**src/rtl/cpu_pkg.sv**
```systemverilog
// Shared CPU types: default datapath sizes and the write-back request record.
package cpu_pkg;

    localparam int unsigned DefaultWidth = 8;
    localparam int unsigned DefaultDepth = 4;
    localparam int unsigned DefaultAw    = $clog2(DefaultDepth);

    typedef logic [DefaultAw-1:0]    reg_addr_t;
    typedef logic [DefaultWidth-1:0] word_t;

    typedef struct packed {
        reg_addr_t addr;
        word_t     data;
    } wb_req_t;

endpackage

```
**src/rtl/wb_arbiter_if.sv**
```systemverilog
// Write-back bus bundle: two result sources, issue reservation, register-file write port.
interface wb_arbiter_if
    import cpu_pkg::*;
#(
    parameter int unsigned WIDTH = DefaultWidth,
    parameter int unsigned DEPTH = DefaultDepth
) ();
    localparam int unsigned AW = $clog2(DEPTH);

    logic             alu_valid;
    logic             alu_ready;
    logic [AW-1:0]    alu_addr;
    logic [WIDTH-1:0] alu_data;
    logic             lsu_valid;
    logic             lsu_ready;
    logic [AW-1:0]    lsu_addr;
    logic [WIDTH-1:0] lsu_data;
    logic             issue_valid;
    logic [AW-1:0]    issue_addr;
    logic [DEPTH-1:0] busy;
    logic             rf_we;
    logic [AW-1:0]    rf_waddr;
    logic [WIDTH-1:0] rf_wdata;
    logic             err_waw;
    logic             err_spurious;

    modport slave (
        input  alu_valid, alu_addr, alu_data,
        input  lsu_valid, lsu_addr, lsu_data,
        input  issue_valid, issue_addr,
        output alu_ready, lsu_ready, busy,
        output rf_we, rf_waddr, rf_wdata,
        output err_waw, err_spurious
    );

    modport master (
        output alu_valid, alu_addr, alu_data,
        output lsu_valid, lsu_addr, lsu_data,
        output issue_valid, issue_addr,
        input  alu_ready, lsu_ready, busy,
        input  rf_we, rf_waddr, rf_wdata,
        input  err_waw, err_spurious
    );

endinterface

```
**src/rtl/wb_slot.sv**
```systemverilog
// One-entry holding register for a result source; ready is purely registered.
module wb_slot
    import cpu_pkg::*;
#(
    parameter int unsigned WIDTH = DefaultWidth,
    parameter int unsigned AW    = DefaultAw
) (
    input  logic             clk,
    input  logic             rst,
    input  logic             valid_i,
    output logic             ready_o,
    input  logic [AW-1:0]    addr_i,
    input  logic [WIDTH-1:0] data_i,
    input  logic             drain_i,
    output logic             full_o,
    output logic [AW-1:0]    addr_o,
    output logic [WIDTH-1:0] data_o
);

    logic             full_q, full_d;
    logic [AW-1:0]    addr_q, addr_d;
    logic [WIDTH-1:0] data_q, data_d;

    // A draining slot is still full, so it cannot also accept this cycle.
    always_comb begin
        full_d = full_q;
        addr_d = addr_q;
        data_d = data_q;
        if (drain_i) begin
            full_d = 1'b0;
        end else if (valid_i && !full_q) begin
            full_d = 1'b1;
            addr_d = addr_i;
            data_d = data_i;
        end
    end

    always_ff @(posedge clk or posedge rst) begin
        if (rst) begin
            full_q <= 1'b0;
            addr_q <= '0;
            data_q <= '0;
        end else begin
            full_q <= full_d;
            addr_q <= addr_d;
            data_q <= data_d;
        end
    end

    assign ready_o = !full_q;
    assign full_o  = full_q;
    assign addr_o  = addr_q;
    assign data_o  = data_q;

endmodule

```
**src/rtl/wb_arbiter.sv**
```systemverilog
// Write-back stage: round-robin merge of ALU and LSU slots onto the register-file
// write port, plus the per-register busy scoreboard and sticky protocol-error flags.
module wb_arbiter
    import cpu_pkg::*;
#(
    parameter int unsigned WIDTH = DefaultWidth,
    parameter int unsigned DEPTH = DefaultDepth
) (
    input logic         clk,
    input logic         rst,
    wb_arbiter_if.slave bus
);

    localparam int unsigned AW = $clog2(DEPTH);

    logic             alu_full, lsu_full;
    logic [AW-1:0]    alu_saddr, lsu_saddr;
    logic [WIDTH-1:0] alu_sdata, lsu_sdata;
    logic             grant_alu, grant_lsu;

    logic             rf_we;
    logic [AW-1:0]    rf_waddr;
    logic [WIDTH-1:0] rf_wdata;

    logic             rr_ptr_q, rr_ptr_d;
    logic [DEPTH-1:0] busy_q, busy_d;
    logic             err_waw_q, err_waw_d;
    logic             err_spurious_q, err_spurious_d;
    logic             clearing_issue;

    wb_slot #(
        .WIDTH (WIDTH),
        .AW    (AW)
    ) u_alu_slot (
        .clk     (clk),
        .rst     (rst),
        .valid_i (bus.alu_valid),
        .ready_o (bus.alu_ready),
        .addr_i  (bus.alu_addr),
        .data_i  (bus.alu_data),
        .drain_i (grant_alu),
        .full_o  (alu_full),
        .addr_o  (alu_saddr),
        .data_o  (alu_sdata)
    );

    wb_slot #(
        .WIDTH (WIDTH),
        .AW    (AW)
    ) u_lsu_slot (
        .clk     (clk),
        .rst     (rst),
        .valid_i (bus.lsu_valid),
        .ready_o (bus.lsu_ready),
        .addr_i  (bus.lsu_addr),
        .data_i  (bus.lsu_data),
        .drain_i (grant_lsu),
        .full_o  (lsu_full),
        .addr_o  (lsu_saddr),
        .data_o  (lsu_sdata)
    );

    // rr_ptr=0 prefers ALU when both slots hold a result.
    assign grant_alu = alu_full && (!lsu_full || !rr_ptr_q);
    assign grant_lsu = lsu_full && !grant_alu;

    always_comb begin
        rf_we    = alu_full || lsu_full;
        rf_waddr = '0;
        rf_wdata = '0;
        rr_ptr_d = rr_ptr_q;
        if (grant_alu) begin
            rf_waddr = alu_saddr;
            rf_wdata = alu_sdata;
            rr_ptr_d = 1'b1;
        end else if (grant_lsu) begin
            rf_waddr = lsu_saddr;
            rf_wdata = lsu_sdata;
            rr_ptr_d = 1'b0;
        end
    end

    assign clearing_issue = rf_we && (rf_waddr == bus.issue_addr);

    // Clear before set so a same-cycle reservation of a retiring register survives.
    always_comb begin
        busy_d = busy_q;
        if (rf_we) busy_d[rf_waddr] = 1'b0;
        if (bus.issue_valid) busy_d[bus.issue_addr] = 1'b1;
        err_waw_d = err_waw_q ||
                    (bus.issue_valid && busy_q[bus.issue_addr] && !clearing_issue);
        err_spurious_d = err_spurious_q || (rf_we && !busy_q[rf_waddr]);
    end

    always_ff @(posedge clk or posedge rst) begin
        if (rst) begin
            rr_ptr_q       <= 1'b0;
            busy_q         <= '0;
            err_waw_q      <= 1'b0;
            err_spurious_q <= 1'b0;
        end else begin
            rr_ptr_q       <= rr_ptr_d;
            busy_q         <= busy_d;
            err_waw_q      <= err_waw_d;
            err_spurious_q <= err_spurious_d;
        end
    end

    assign bus.rf_we        = rf_we;
    assign bus.rf_waddr     = rf_waddr;
    assign bus.rf_wdata     = rf_wdata;
    assign bus.busy         = busy_q;
    assign bus.err_waw      = err_waw_q;
    assign bus.err_spurious = err_spurious_q;

endmodule
```
**src/flat_wrapper.sv**
```systemverilog
// flat-port wrapper written by rule: the top's interface ports become plain ports
module wb_arbiter_flat import cpu_pkg::*;
#(
    parameter int unsigned WIDTH = DefaultWidth,
    parameter int unsigned DEPTH = DefaultDepth
)
  (clk, rst, bus_alu_valid, bus_alu_addr, bus_alu_data, bus_lsu_valid, bus_lsu_addr, bus_lsu_data, bus_issue_valid, bus_issue_addr, bus_alu_ready, bus_lsu_ready, bus_busy, bus_rf_we, bus_rf_waddr, bus_rf_wdata, bus_err_waw, bus_err_spurious);
  wb_arbiter_if #(.WIDTH(WIDTH), .DEPTH(DEPTH)) bus_i ();
  input logic clk;
  input logic rst;
  input wire logic [$bits(bus_i.alu_valid)-1:0] bus_alu_valid;
  input wire logic [$bits(bus_i.alu_addr)-1:0] bus_alu_addr;
  input wire logic [$bits(bus_i.alu_data)-1:0] bus_alu_data;
  input wire logic [$bits(bus_i.lsu_valid)-1:0] bus_lsu_valid;
  input wire logic [$bits(bus_i.lsu_addr)-1:0] bus_lsu_addr;
  input wire logic [$bits(bus_i.lsu_data)-1:0] bus_lsu_data;
  input wire logic [$bits(bus_i.issue_valid)-1:0] bus_issue_valid;
  input wire logic [$bits(bus_i.issue_addr)-1:0] bus_issue_addr;
  output wire logic [$bits(bus_i.alu_ready)-1:0] bus_alu_ready;
  output wire logic [$bits(bus_i.lsu_ready)-1:0] bus_lsu_ready;
  output wire logic [$bits(bus_i.busy)-1:0] bus_busy;
  output wire logic [$bits(bus_i.rf_we)-1:0] bus_rf_we;
  output wire logic [$bits(bus_i.rf_waddr)-1:0] bus_rf_waddr;
  output wire logic [$bits(bus_i.rf_wdata)-1:0] bus_rf_wdata;
  output wire logic [$bits(bus_i.err_waw)-1:0] bus_err_waw;
  output wire logic [$bits(bus_i.err_spurious)-1:0] bus_err_spurious;
  assign bus_i.alu_valid = bus_alu_valid;
  assign bus_i.alu_addr = bus_alu_addr;
  assign bus_i.alu_data = bus_alu_data;
  assign bus_i.lsu_valid = bus_lsu_valid;
  assign bus_i.lsu_addr = bus_lsu_addr;
  assign bus_i.lsu_data = bus_lsu_data;
  assign bus_i.issue_valid = bus_issue_valid;
  assign bus_i.issue_addr = bus_issue_addr;
  assign bus_alu_ready = bus_i.alu_ready;
  assign bus_lsu_ready = bus_i.lsu_ready;
  assign bus_busy = bus_i.busy;
  assign bus_rf_we = bus_i.rf_we;
  assign bus_rf_waddr = bus_i.rf_waddr;
  assign bus_rf_wdata = bus_i.rf_wdata;
  assign bus_err_waw = bus_i.err_waw;
  assign bus_err_spurious = bus_i.err_spurious;
  wb_arbiter #(.WIDTH(WIDTH), .DEPTH(DEPTH)) u_core (.clk(clk), .rst(rst), .bus(bus_i));
endmodule
```
**config.mk**
```make
export PLATFORM = sky130hd
export DESIGN_NAME = wb_arbiter_flat
export DESIGN_NICKNAME = d
export VERILOG_FILES = /design/src/rtl/cpu_pkg.sv /design/src/rtl/wb_arbiter_if.sv /design/src/rtl/wb_slot.sv /design/src/rtl/wb_arbiter.sv /design/src/flat_wrapper.sv
export SDC_FILE = /design/constraint.sdc
export NUM_CORES = 1
export LEC_CHECK = 0
export ABC_AREA = 1
export BUFFER_PORTS_ARGS = -buffer_cell sky130_fd_sc_hd__buf_2
export CELL_PAD_IN_SITES_DETAIL_PLACEMENT = 0
export CELL_PAD_IN_SITES_GLOBAL_PLACEMENT = 1
export CORE_MARGIN = 4
export CORE_UTILIZATION = 33
export DETAILED_ROUTE_END_ITERATION = 10
export GPL_TIMING_DRIVEN = 0
export PLACE_DENSITY = 0.83
export SLEW_MARGIN = 20
export SYNTH_ARGS = -nofsm -noshare
export SYNTH_HDL_FRONTEND = slang
export SYNTH_SLANG_ARGS = --single-unit
export TNS_END_PERCENT = 5
```
**constraint.sdc**
```tcl
create_clock -name clk -period 1.3 [get_ports clk]
set_clock_uncertainty 0.15 [all_clocks]
set_input_delay 0.13 -clock clk [delete_from_list [all_inputs] [get_ports clk]]
set_output_delay 0.13 -clock clk [all_outputs]
set_load 0.02 [all_outputs]
```
==> results.py <==
metrics = {
    "cts": {
        "cts_buffers": 5,
        "clkSinkCount": 29,
        "cts_tree": "yes",
        "clkSlewWorstSetupHoldPaths_ns": 0.06,
        "root_buffer": "clkbuf_8",
        "clock_latency_ns": 0.28,
        "htreeDepth": 2,
        "cts_buffer_depth": 2,
    },
    "pwr": {
        "power_density_nw_per_um2": 2140,
        "p_total_mw": 5.13,
        "irDropWorstVdd_v": 0.000818,
        "leakage_nw": 1.18,
    },
    "synth": {
        "synth_top_area_share_pct": 50.0,
        "ys_seq_elements": 29,
        "yosys_warnings": 0,
        "yosys.area.top_type": "dfrtp_1",
        "yosysSeqAreaShare_pct": 50.0,
        "synthCells": 167,
        "yosys.cell_types.count": 20,
        "syn_nets": 194,
        "synth_area_leaders": "dfrtp_1 50%, o21ai_0 6.2%, inv_1 6.2%",
        "syn_area_per_cell_um2": 8.69,
        "synth.cell_area_um2": 1450,
    },
    "finish": {
        "fill_cells": 368,
        "syn_to_final_growth_pct": 65.3,
        "seqCellArea_um2": 726,
        "nets": 280,
        "final_common_cell": "buf_2",
        "multi_input_area_um2": 693,
        "layout_common_cells": "33 x buf_2, 29 x dfrtp_1, 24 x dlygate4sd3_1",
        "finalNonFillerCells": 303,
        "layout-drive-gt1-share_pct": 40.7,
        "diodes": 0,
    },
    "timing": {
        "slew_violations": 0,
        "rsz0062_at_grt": "yes",
        "finalSetupViolations": 31,
        "hold_viol": 0,
        "slew_headroom_pct": 57.8,
        "fin_crit_sh_pct": 129,
        "fin_ws_ns": -0.380,
        "fmaxAchievable_mhz": 595,
        "worst-slew-pin-transition_ns": 0.632,
        "min_period_ns": 1.68,
    },
    "grt": {
        "grt_util_all_layers_pct": 15.8,
        "grt_pass1_vias": 1400,
        "overflow": 0,
        "grt_pass1_wl_um": 6600,
        "antenna_found_initial": 0,
        "grt_max_degree": 30,
    },
    "setup_path": {
        "cp.required_ns": 1.02,
        "crit_type": "register to output port",
        "critical_path_arrival_ns": 1.40,
        "path_max_fanout": 5,
        "crit_path_end_kind": "output port",
        "worstSetupStartpointType": "register",
    },
    "placed_design": {
        "place_inst": 262,
        "port_buffers": 45,
        "dpl.hpwl_um": 2550,
        "gp_congestion": 0.741,
    },
    "run": {
        "maxCapViolCount": 0,
    },
    "floorplanning": {
        "die-area_um2": 5520,
        "die_h_um": 74.3,
        "fp.coreArea_um2": 4120,
        "fp.dieW_um": 74.3,
        "start_util_pct": 35.3,
        "pin_count": 46,
        "num_rows": 23,
    },
    "route": {
        "wire_per_inst_um": 13.2,
        "vias_per_cell": 4.64,
        "via_count": 1407,
        "finalWirelength_um": 4000,
        "drtAntennaViolNets": 0,
        "dr.first_iter.drc_count": 137,
        "route.detailed.drc": 0,
        "first_pass_iters": 4,
    },
    "status": {
        "violations": "negative setup slack",
        "status": "finished, violations left",
    },
    "worst_hold_path": {
        "hp-class": "input pin to register",
    },
}
[cells in the mapped netlist]
cell / instances
o21bai_1: 1
o22ai_1: 2
buf_4: 3
mux2_2: 6
buf_2: 1
nand2_4: 2
inv_6: 1
inv_1: 24
nand3_2: 1
a21oi_1: 14
buf_6: 2
nand2_2: 5
nand2_1: 23
nand3_1: 13
o21ai_0: 18
dfrtp_1: 29
o21ai_4: 1
o21ai_2: 1
nand3_4: 1
nor2_1: 19
[state kept, by name (all words and copies together) (netlist names)]
| register | count |
|---|---|
| u_core.u_alu_slot.data_o | 8 |
| u_core.u_lsu_slot.data_o | 8 |
| u_core.bus.busy | 4 |
| u_core.u_alu_slot.addr_o | 2 |
| u_core.u_lsu_slot.addr_o | 2 |
| u_core.bus.err_spurious | 1 |
| u_core.bus.err_waw | 1 |
| u_core.rr_ptr_q | 1 |
| u_core.u_alu_slot.full_o | 1 |
| u_core.u_lsu_slot.full_o | 1 |
[metrics by stage]
step / setup TNS [ns] / hold slack, ns / utilization [%] / setup slack, ns / instance area, um2
floorplan: -0.840 / 0.0581 / - / -0.0727 / 1500
global placement: -3.15 / 0.215 / 43.4 / -0.203 / 1780
detailed placement: -2.83 / 0.104 / 43.4 / -0.217 / 1780
CTS: -5.76 / -0.00799 / 57.3 / -0.388 / 2360
global route: -7.82 / 0.0347 / 58.3 / -0.491 / 2400
finish: -5.53 / 0.00395 / 58.3 / -0.380 / 2400
[path summary, 6_finish.rpt]
kind / startpoint / to / slack (ns) / cells after the start
setup / recovery: u_core.rr_ptr_q$_DFFE_PP0P_ / bus_rf_wdata[2] / -0.38 / 6
hold / removal: bus_issue_addr[1] / u_core.bus.busy[2]$_DFF_PP0_ / 0.004 / 3
setup reg to reg: u_core.rr_ptr_q$_DFFE_PP0P_ / u_core.bus.err_waw$_DFF_PP0_ / -0.37 / 11
hold reg to reg: u_core.bus.err_spurious$_DFF_PP0_ / u_core.bus.err_spurious$_DFF_PP0_ / 0.30 / 2
max in group asynchronous: rst / u_core.bus.busy[2]$_DFF_PP0_ / 0.25 / 3
min in group asynchronous: rst / u_core.u_lsu_slot.data_o[5]$_DFFE_PP0P_ / 0.33 / 3
[where the power goes]
part / internal [mW] / switching, mW / total (mW) / leakage (nW)
Sequential: 1.22 / 0.207 / 1.42 / 0.326
Clock: 0.419 / 0.317 / 0.736 / 0.0443
Combinational: 1.38 / 1.59 / 2.97 / 0.809
[area by class of cell]
class | instances | share of cell area, %
flip-flops and latches | 29 | 30.2
plain buffers | 6 | 3.34
repair buffers | 79 | 27.0
well taps | 50 | 2.61
multi-input cells | 107 | 28.9
clock buffers | 7 | 3.60
inverters | 25 | 4.33
[critical path: stages (launching register included)]
cell and delay, ns:
dfrtp_1 0.39, nand2_2 0.09, nand2_2 0.06, buf_8 0.14
buf_12 0.14, o22ai_4 0.16, buf_6 0.14
[repair_timing]
item / CTS / global route
cloned: 1 / 0
endpoints found under the setup margin: 39 / 39
hold endpoints to repair: 52 / 0
gates resized for setup: 48 / 8
pin swaps: 7 / 7
buffers inserted: 8 / 1
hold buffers: 24 / 0
[cells by family (layout without fill, tap and decap cells)]
family / count (synthesis) / count (layout) / share of synthesized area, %
AOI/OAI and AO/OA: 37 / 37 / 14.1
buffers and inverters: 31 / 117 / 10.3
DFF: 29 / 29 / 50.0
muxes: 6 / 6 / 4.65
and+or+nand+nor: 64 / 64 / 20.9
[metal layers]
metal  vias up  global-route usage (%)  wire length (um)
met2        37                    25.8              1960
li1        711                       -                 -
met3        11                    3.65               184
met1       648                    20.1              1760
met5         -                       0                 0
met4         0                    6.72                99
Note: power is estimated with default switching activity, not from simulation.
